`src/rtl/i2c_pkg.sv`:
```
// Shared types and constants for the I2C target and its line front end.
package i2c_pkg;

  typedef enum logic [3:0] {
    IDLE,
    ADDR,
    ACK_A,
    PTR,
    ACK_P,
    WDATA,
    ACK_W,
    RDATA,
    MACK,
    IGNORE
  } state_t;

  localparam logic [6:0] CAM_ADDR = 7'h58;

endpackage

```
`src/rtl/i2c_target_if.sv`:
```
// Pad, host-preload and bus-write-report signals of the I2C target.
interface i2c_target_if #(
  parameter int PTR_W = 6
);
  logic             scl_in;
  logic             sda_in;
  logic             sda_oe;
  logic             host_we;
  logic [PTR_W-1:0] host_addr;
  logic [7:0]       host_wdata;
  logic             bus_wr;
  logic [PTR_W-1:0] bus_wr_addr;
  logic [7:0]       bus_wr_data;
  logic             busy;

  modport slave (
    input  scl_in, sda_in, host_we, host_addr, host_wdata,
    output sda_oe, bus_wr, bus_wr_addr, bus_wr_data, busy
  );

  modport master (
    output scl_in, sda_in, host_we, host_addr, host_wdata,
    input  sda_oe, bus_wr, bus_wr_addr, bus_wr_data, busy
  );
endinterface

```
`src/rtl/i2c_line_sync.sv`:
```
// SCL/SDA synchroniser with one history flop per line; flags SCL edges,
// START and STOP from the synchronised values.
module i2c_line_sync (
  input  logic clk,
  input  logic reset,
  input  logic scl_in,
  input  logic sda_in,
  output logic sda,
  output logic scl_rise,
  output logic scl_fall,
  output logic start,
  output logic stop
);
  logic [1:0] pad;
  logic [1:0] now_s;
  logic [1:0] old_s;

  assign pad = {sda_in, scl_in};

  // Index 0 is SCL, index 1 is SDA; idle bus is high on both.
  genvar gi;
  generate
    for (gi = 0; gi < 2; gi++) begin : g_line
      logic [2:0] pipe_reg;
      always_ff @(posedge clk) begin
        if (!reset) pipe_reg <= 3'b111;
        else        pipe_reg <= {pipe_reg[1:0], pad[gi]};
      end
      assign now_s[gi] = pipe_reg[1];
      assign old_s[gi] = pipe_reg[2];
    end
  endgenerate

  assign sda      = now_s[1];
  assign scl_rise = now_s[0] & ~old_s[0];
  assign scl_fall = ~now_s[0] & old_s[0];
  assign start    = now_s[0] & old_s[0] & old_s[1] & ~now_s[1];
  assign stop     = now_s[0] & old_s[0] & ~old_s[1] & now_s[1];
endmodule

```
`src/rtl/i2c_target.sv`:
```
// I2C responder emulating the IR camera register map: address match,
// pointer/data writes and auto-incrementing reads from a host-preloaded file.
module i2c_target
  import i2c_pkg::*;
#(
  parameter logic [6:0] DEV_ADDR = CAM_ADDR,
  parameter int         PTR_W    = 6
) (
  input logic         clk,
  input logic         reset,
  i2c_target_if.slave bus
);
  logic sda, scl_rise, scl_fall, start, stop;

  state_t           state_reg, state_next;
  logic [3:0]       bit_cnt_reg, bit_cnt_next;
  logic [6:0]       shift_reg, shift_next;
  logic [6:0]       rd_shift_reg, rd_shift_next;
  logic [PTR_W-1:0] ptr_reg, ptr_next;
  logic             sda_oe_reg, sda_oe_next;
  logic             busy_reg, busy_next;
  logic             rw_reg, rw_next;
  logic             bus_wr_reg, bus_wr_next;
  logic [PTR_W-1:0] wr_addr_reg, wr_addr_next;
  logic [7:0]       wr_data_reg, wr_data_next;
  logic             pend_v_reg, pend_v_next;
  logic [PTR_W-1:0] pend_addr_reg, pend_addr_next;
  logic [7:0]       pend_data_reg, pend_data_next;

  logic [7:0]       mem [2**PTR_W];
  logic             mem_we;
  logic [PTR_W-1:0] mem_addr;
  logic [7:0]       mem_wdata;
  logic [7:0]       rx_byte;
  logic [7:0]       rd_byte;

  i2c_line_sync u_sync (
    .clk      (clk),
    .reset    (reset),
    .scl_in   (bus.scl_in),
    .sda_in   (bus.sda_in),
    .sda      (sda),
    .scl_rise (scl_rise),
    .scl_fall (scl_fall),
    .start    (start),
    .stop     (stop)
  );

  assign rx_byte = {shift_reg, sda};
  assign rd_byte = mem[ptr_reg];

  always_comb begin
    state_next    = state_reg;
    bit_cnt_next  = bit_cnt_reg;
    shift_next    = shift_reg;
    rd_shift_next = rd_shift_reg;
    ptr_next      = ptr_reg;
    sda_oe_next   = sda_oe_reg;
    busy_next     = busy_reg;
    rw_next       = rw_reg;
    bus_wr_next   = 1'b0;
    wr_addr_next  = wr_addr_reg;
    wr_data_next  = wr_data_reg;
    if (stop) begin
      state_next  = IDLE;
      sda_oe_next = 1'b0;
      busy_next   = 1'b0;
    end else if (start) begin
      state_next   = ADDR;
      bit_cnt_next = 4'd0;
      sda_oe_next  = 1'b0;
    end else begin
      unique case (state_reg)
        ADDR, PTR, WDATA: if (scl_rise) begin
          shift_next   = rx_byte[6:0];
          bit_cnt_next = bit_cnt_reg + 4'd1;
          if (bit_cnt_reg == 4'd7) begin
            bit_cnt_next = 4'd0;
            if (state_reg == ADDR) begin
              if (rx_byte[7:1] == DEV_ADDR) begin
                state_next = ACK_A;
                busy_next  = 1'b1;
                rw_next    = rx_byte[0];
              end else begin
                state_next = IGNORE;
              end
            end else if (state_reg == PTR) begin
              ptr_next   = rx_byte[PTR_W-1:0];
              state_next = ACK_P;
            end else begin
              bus_wr_next  = 1'b1;
              wr_addr_next = ptr_reg;
              wr_data_next = rx_byte;
              ptr_next     = ptr_reg + 1'b1;
              state_next   = ACK_W;
            end
          end
        end
        // First SCL fall starts the ACK pulse, the second one ends it.
        ACK_A, ACK_P, ACK_W: if (scl_fall) begin
          if (!sda_oe_reg) begin
            sda_oe_next = 1'b1;
          end else if (state_reg == ACK_A && rw_reg) begin
            rd_shift_next = rd_byte[6:0];
            sda_oe_next   = ~rd_byte[7];
            bit_cnt_next  = 4'd0;
            state_next    = RDATA;
          end else begin
            sda_oe_next = 1'b0;
            state_next  = (state_reg == ACK_A) ? PTR : WDATA;
          end
        end
        RDATA: begin
          if (scl_rise) begin
            bit_cnt_next = bit_cnt_reg + 4'd1;
          end else if (scl_fall) begin
            if (bit_cnt_reg == 4'd8) begin
              sda_oe_next = 1'b0;
              state_next  = MACK;
            end else begin
              sda_oe_next   = ~rd_shift_reg[6];
              rd_shift_next = {rd_shift_reg[5:0], 1'b0};
            end
          end
        end
        // bit_cnt 8 = waiting for the initiator's bit, 9 = ACK seen.
        MACK: begin
          if (scl_rise && bit_cnt_reg == 4'd8) begin
            if (sda) begin
              state_next = IGNORE;
            end else begin
              ptr_next     = ptr_reg + 1'b1;
              bit_cnt_next = 4'd9;
            end
          end else if (scl_fall && bit_cnt_reg == 4'd9) begin
            rd_shift_next = rd_byte[6:0];
            sda_oe_next   = ~rd_byte[7];
            bit_cnt_next  = 4'd0;
            state_next    = RDATA;
          end
        end
        default: ;
      endcase
    end
  end

  // Single write port: bus > deferred host > host. A host write losing the
  // port to a bus write at another address is replayed on the next clk.
  always_comb begin
    mem_we         = 1'b0;
    mem_addr       = bus.host_addr;
    mem_wdata      = bus.host_wdata;
    pend_v_next    = 1'b0;
    pend_addr_next = pend_addr_reg;
    pend_data_next = pend_data_reg;
    if (bus_wr_reg) begin
      mem_we    = 1'b1;
      mem_addr  = wr_addr_reg;
      mem_wdata = wr_data_reg;
      if (pend_v_reg && pend_addr_reg != wr_addr_reg) begin
        pend_v_next = 1'b1;
      end else if (bus.host_we && bus.host_addr != wr_addr_reg) begin
        pend_v_next    = 1'b1;
        pend_addr_next = bus.host_addr;
        pend_data_next = bus.host_wdata;
      end
    end else if (pend_v_reg) begin
      mem_we    = 1'b1;
      mem_addr  = pend_addr_reg;
      mem_wdata = pend_data_reg;
      if (bus.host_we) begin
        pend_v_next    = 1'b1;
        pend_addr_next = bus.host_addr;
        pend_data_next = bus.host_wdata;
      end
    end else begin
      mem_we = bus.host_we;
    end
  end

  always_ff @(posedge clk) begin
    if (!reset) begin
      state_reg     <= IDLE;
      bit_cnt_reg   <= 4'd0;
      shift_reg     <= '0;
      rd_shift_reg  <= '0;
      ptr_reg       <= '0;
      sda_oe_reg    <= 1'b0;
      busy_reg      <= 1'b0;
      rw_reg        <= 1'b0;
      bus_wr_reg    <= 1'b0;
      wr_addr_reg   <= '0;
      wr_data_reg   <= '0;
      pend_v_reg    <= 1'b0;
      pend_addr_reg <= '0;
      pend_data_reg <= '0;
    end else begin
      state_reg     <= state_next;
      bit_cnt_reg   <= bit_cnt_next;
      shift_reg     <= shift_next;
      rd_shift_reg  <= rd_shift_next;
      ptr_reg       <= ptr_next;
      sda_oe_reg    <= sda_oe_next;
      busy_reg      <= busy_next;
      rw_reg        <= rw_next;
      bus_wr_reg    <= bus_wr_next;
      wr_addr_reg   <= wr_addr_next;
      wr_data_reg   <= wr_data_next;
      pend_v_reg    <= pend_v_next;
      pend_addr_reg <= pend_addr_next;
      pend_data_reg <= pend_data_next;
    end
  end

  always_ff @(posedge clk) begin
    if (mem_we) mem[mem_addr] <= mem_wdata;
  end

  assign bus.sda_oe      = sda_oe_reg;
  assign bus.busy        = busy_reg;
  assign bus.bus_wr      = bus_wr_reg;
  assign bus.bus_wr_addr = wr_addr_reg;
  assign bus.bus_wr_data = wr_data_reg;
endmodule

```
`src/flat_wrapper.sv`:
```
// flat-port wrapper written by rule: the top's interface ports become plain ports
module i2c_target_flat import i2c_pkg::*;
#(
  parameter logic [6:0] DEV_ADDR = CAM_ADDR,
  parameter int         PTR_W    = 6
)
  (clk, reset, bus_scl_in, bus_sda_in, bus_host_we, bus_host_addr, bus_host_wdata, bus_sda_oe, bus_bus_wr, bus_bus_wr_addr, bus_bus_wr_data, bus_busy);
  i2c_target_if #(.PTR_W(PTR_W)) bus_i ();
  input logic clk;
  input logic reset;
  input wire logic [$bits(bus_i.scl_in)-1:0] bus_scl_in;
  input wire logic [$bits(bus_i.sda_in)-1:0] bus_sda_in;
  input wire logic [$bits(bus_i.host_we)-1:0] bus_host_we;
  input wire logic [$bits(bus_i.host_addr)-1:0] bus_host_addr;
  input wire logic [$bits(bus_i.host_wdata)-1:0] bus_host_wdata;
  output wire logic [$bits(bus_i.sda_oe)-1:0] bus_sda_oe;
  output wire logic [$bits(bus_i.bus_wr)-1:0] bus_bus_wr;
  output wire logic [$bits(bus_i.bus_wr_addr)-1:0] bus_bus_wr_addr;
  output wire logic [$bits(bus_i.bus_wr_data)-1:0] bus_bus_wr_data;
  output wire logic [$bits(bus_i.busy)-1:0] bus_busy;
  assign bus_i.scl_in = bus_scl_in;
  assign bus_i.sda_in = bus_sda_in;
  assign bus_i.host_we = bus_host_we;
  assign bus_i.host_addr = bus_host_addr;
  assign bus_i.host_wdata = bus_host_wdata;
  assign bus_sda_oe = bus_i.sda_oe;
  assign bus_bus_wr = bus_i.bus_wr;
  assign bus_bus_wr_addr = bus_i.bus_wr_addr;
  assign bus_bus_wr_data = bus_i.bus_wr_data;
  assign bus_busy = bus_i.busy;
  i2c_target #(.DEV_ADDR(DEV_ADDR), .PTR_W(PTR_W)) u_core (.clk(clk), .reset(reset), .bus(bus_i));
endmodule
```
`config.mk`:
```
export PLATFORM = sky130hd
export DESIGN_NAME = i2c_target_flat
export DESIGN_NICKNAME = d
export VERILOG_FILES = /design/src/rtl/i2c_pkg.sv /design/src/rtl/i2c_target_if.sv /design/src/rtl/i2c_line_sync.sv /design/src/rtl/i2c_target.sv /design/src/flat_wrapper.sv
export SDC_FILE = /design/constraint.sdc
export NUM_CORES = 1
export LEC_CHECK = 0
export BUFFER_PORTS_ARGS = -buffer_cell sky130_fd_sc_hd__buf_2
export CAP_MARGIN = 20
export CELL_PAD_IN_SITES_DETAIL_PLACEMENT = 0
export CELL_PAD_IN_SITES_GLOBAL_PLACEMENT = 2
export CORE_MARGIN = 1.5
export CORE_UTILIZATION = 48
export DETAILED_ROUTE_END_ITERATION = 12
export GPL_TIMING_DRIVEN = 1
export PLACE_DENSITY = 0.76
export SYNTH_ARGS = -nofsm -noshare
export SYNTH_HDL_FRONTEND = slang
export SYNTH_SLANG_ARGS = --single-unit
```
`constraint.sdc`:
```
create_clock -name clk -period 5.35 [get_ports clk]
set_clock_uncertainty 0.05 [all_clocks]
set_input_delay 1.07 -clock clk [delete_from_list [all_inputs] [get_ports clk]]
set_output_delay 1.07 -clock clk [all_outputs]
set_load 0.01 [all_outputs]
```
==> impl_metrics.json <==
{
  "fin_nets": 1411,
  "startpoint_type": "flip-flop",
  "p_leak_uw": 0.00834,
  "core_area_um2": 48800,
  "ant_nets": 0,
  "synth-edff-count": 512,
  "endpoint_kind": "flip-flop",
  "via_per_inst": 5.87,
  "dp_slack_ps": 1110,
  "rsz0062_at_grt": "no",
  "io_pins": 36,
  "layout_common_cells": "edfxtp_1 (512), nor2_1 (134), mux4_2 (125)",
  "gp_congestion": 0.818,
  "synth_top_family_by_area": "multiplexers",
  "numPlacedInstances": 1988,
  "io_buffers": 35,
  "synthesis.area_um2": 23700,
  "die_area_um2": 50800,
  "drt_iter0_markers": 1136,
  "muxShareOfSynthArea_pct": 16.9,
  "grt_overflow": 0,
  "grt_max_degree": 65,
  "drive_gt1_share_pct": 21.1,
  "postCtsResizedCells": 0,
  "postCtsHoldBufs": 0,
  "start_util_pct": 48.6,
  "cts_buffers": 58,
  "min_period_ps": 3970,
  "hold_path_class": "flip-flop to flip-flop",
  "layout_commonest_cell": "edfxtp_1",
  "synth-adder-area-share_pct": 0.211,
  "synth_area_per_cell_um2": 17.7,
  "fmax_mhz": 252,
  "synth_cells": 1339,
  "h-tree-depth": 2,
  "worstPathRequired_ps": 5550,
  "synth_compound_area_share_pct": 3.97,
  "worst_pin_slew_ps": 1180,
  "ys.warnings.count": 0,
  "largest_register_ffs": 512,
  "synthArstFlopShare_pct": 0,
  "insertion_delay_ps": 630,
  "grt_pass1_vias": 12400,
  "worstPathArrival_ps": 4170,
  "maxCapViolations": 0,
  "die_y_um": 225,
  "cts_tree": "built",
  "ys_seq_area_share_pct": 70.9,
  "firstDrtPassIters": 5,
  "synth_top_cell_by_area": "edfxtp_1",
  "grt_first_pass_wirelength_mm": 83.3,
  "yosys.cell_types.count": 65,
  "slew_viol_final": 0,
  "status": "completed",
  "slew_headroom_pct": 21.6,
  "dp_hpwl_mm": 34.7,
  "post-route-period-util_pct": 74.1,
  "cp_max_fo": 17,
  "vias": 12300,
  "final.setup.tns_ps": 0,
  "hold_viol": 0,
  "cts_buffer_depth": 3,
  "path_clk_slew_ps": 60,
  "die_x_um": 225,
  "root_buffer": "clkbuf_16",
  "area_growth_pct": 11.7,
  "wl_per_cell_um": 26.8,
  "syn-num-nets": 1362,
  "synth_simple_gate_area_share_pct": 5.70,
  "cts_setup_buffers": 0,
  "wl_mm": 56.4,
  "synth_xor_area_share_pct": 0.480,
  "drc": 0,
  "synth_top_area_share_pct": 64.8,
  "power.density_nw_per_um2": 344,
  "setup_viol": 0,
  "grt_use_total_pct": 22.9,
  "synth_top_cells_by_area": "edfxtp_1 (65%), mux4_2 (12%), dfxtp_1 (6.2%)",
  "synth-seq-cells": 585,
  "fin_ws_ps": 1380,
  "antenna_found_initial": 1,
  "ir_worst_vdd_mv": 0.327,
  "clock-sinks": 585,
  "fin_cells": 2102,
  "crit_type": "flip-flop to flip-flop",
  "synthFlopType": "edfxtp_1",
  "fp-row-count": 81
}
==> cell families (layout without fill, tap and decap cells) <==
logic type               count (synthesis)  count (layout)
flip-flops                             585             585
AND/OR/NAND/NOR                        284             284
multiplexers                           226             226
AO/OA/AOI/OAI                          145             145
buffers and inverters                   82             180
XOR/XNOR                                13              13
adder cells (fa/ha/maj)                  4               4
other                                    0               1
==> cells in the mapped netlist, types with 4 or more instances <==
cell type / count
mux2i_1: 86
a22oi_1: 8
nor3b_1: 4
nor3_1: 10
ha_1: 4
buf_4: 13
a21oi_1: 30
or2_2: 9
nand4_1: 7
mux4_1: 11
a211oi_1: 5
o22ai_1: 10
o2111ai_1: 4
mux2_2: 4
or3_1: 4
edfxtp_1: 512
nand2_1: 33
a31oi_1: 6
dfxtp_1: 73
nand3_1: 30
mux4_2: 125
buf_2: 20
xnor2_1: 6
inv_1: 10
clkbuf_1: 31
nand3b_1: 9
and3b_1: 5
nand2b_1: 11
and3_1: 8
a21boi_0: 4
o32a_1: 4
nor2_1: 134
xor2_1: 7
o21ai_0: 41
nor2b_1: 11
==> layout make-up <==
type,count,area (µm²)
Fill cell,3920,22300
Sequential cell,585,16800
Multi-Input combinational cell,672,6560
Clock buffer,65,1480
Tap cell,664,831
Timing Repair Buffer,60,385
Clock inverter,44,369
Inverter,11,41.3
Antenna cell,1,2.50
==> worst max-delay path: stages (launching register included) <==
cell     delay, ps
dfxtp_1        930
mux2i_1        300
nor2_1          60
a21oi_1        920
nand3_1        620
nor2_1         710
==> metal layers <==
layer	GRT usage [%]	share of wire [%]	vias up
met1	31.8	43	6349
met4	6.75	2.0	0
li1	-	-	5488
met2	36.9	49	428
met5	0	0	-
met3	4.65	6.1	67
==> through the flow <==
stage,instance area [µm²],utilization [%],hold WS (ps),total power (µW)
2_1_floorplan,23700,-,336,5170
3_3_place_gp,24600,50.4,354,5260
3_5_place_dp,24600,50.4,349,5270
4_1_cts,26500,54.2,367,9180
5_1_grt,26500,54.3,382,9380
6_report,26500,54.3,363,9110
==> power by group <==
part / leakage [µW] / internal (µW) / switching (µW)
clock network: 0.000902 / 2230 / 1710
registers: 0.00520 / 4980 / 9.75
logic: 0.00224 / 34.4 / 145
==> path summary, 6_finish.rpt <==
check / endpoint / depth (start not counted) / startpoint / slack (ps)
setup / recovery: u_core.mem[7][4]$_DFFE_PP_ / 5 / u_core.pend_v_reg$_SDFF_PN0_ / 1380
hold / removal: u_core.u_sync.g_line[1].pipe_reg[1]$_SDFF_PN1_ / 1 / u_core.u_sync.g_line[1].pipe_reg[0]$_SDFF_PN1_ / 360
setup reg to reg: u_core.mem[7][4]$_DFFE_PP_ / 5 / u_core.pend_v_reg$_SDFF_PN0_ / 1380
hold reg to reg: u_core.u_sync.g_line[1].pipe_reg[1]$_SDFF_PN1_ / 1 / u_core.u_sync.g_line[1].pipe_reg[0]$_SDFF_PN1_ / 360
No activity file was read; power rests on OpenSTA's default activity.
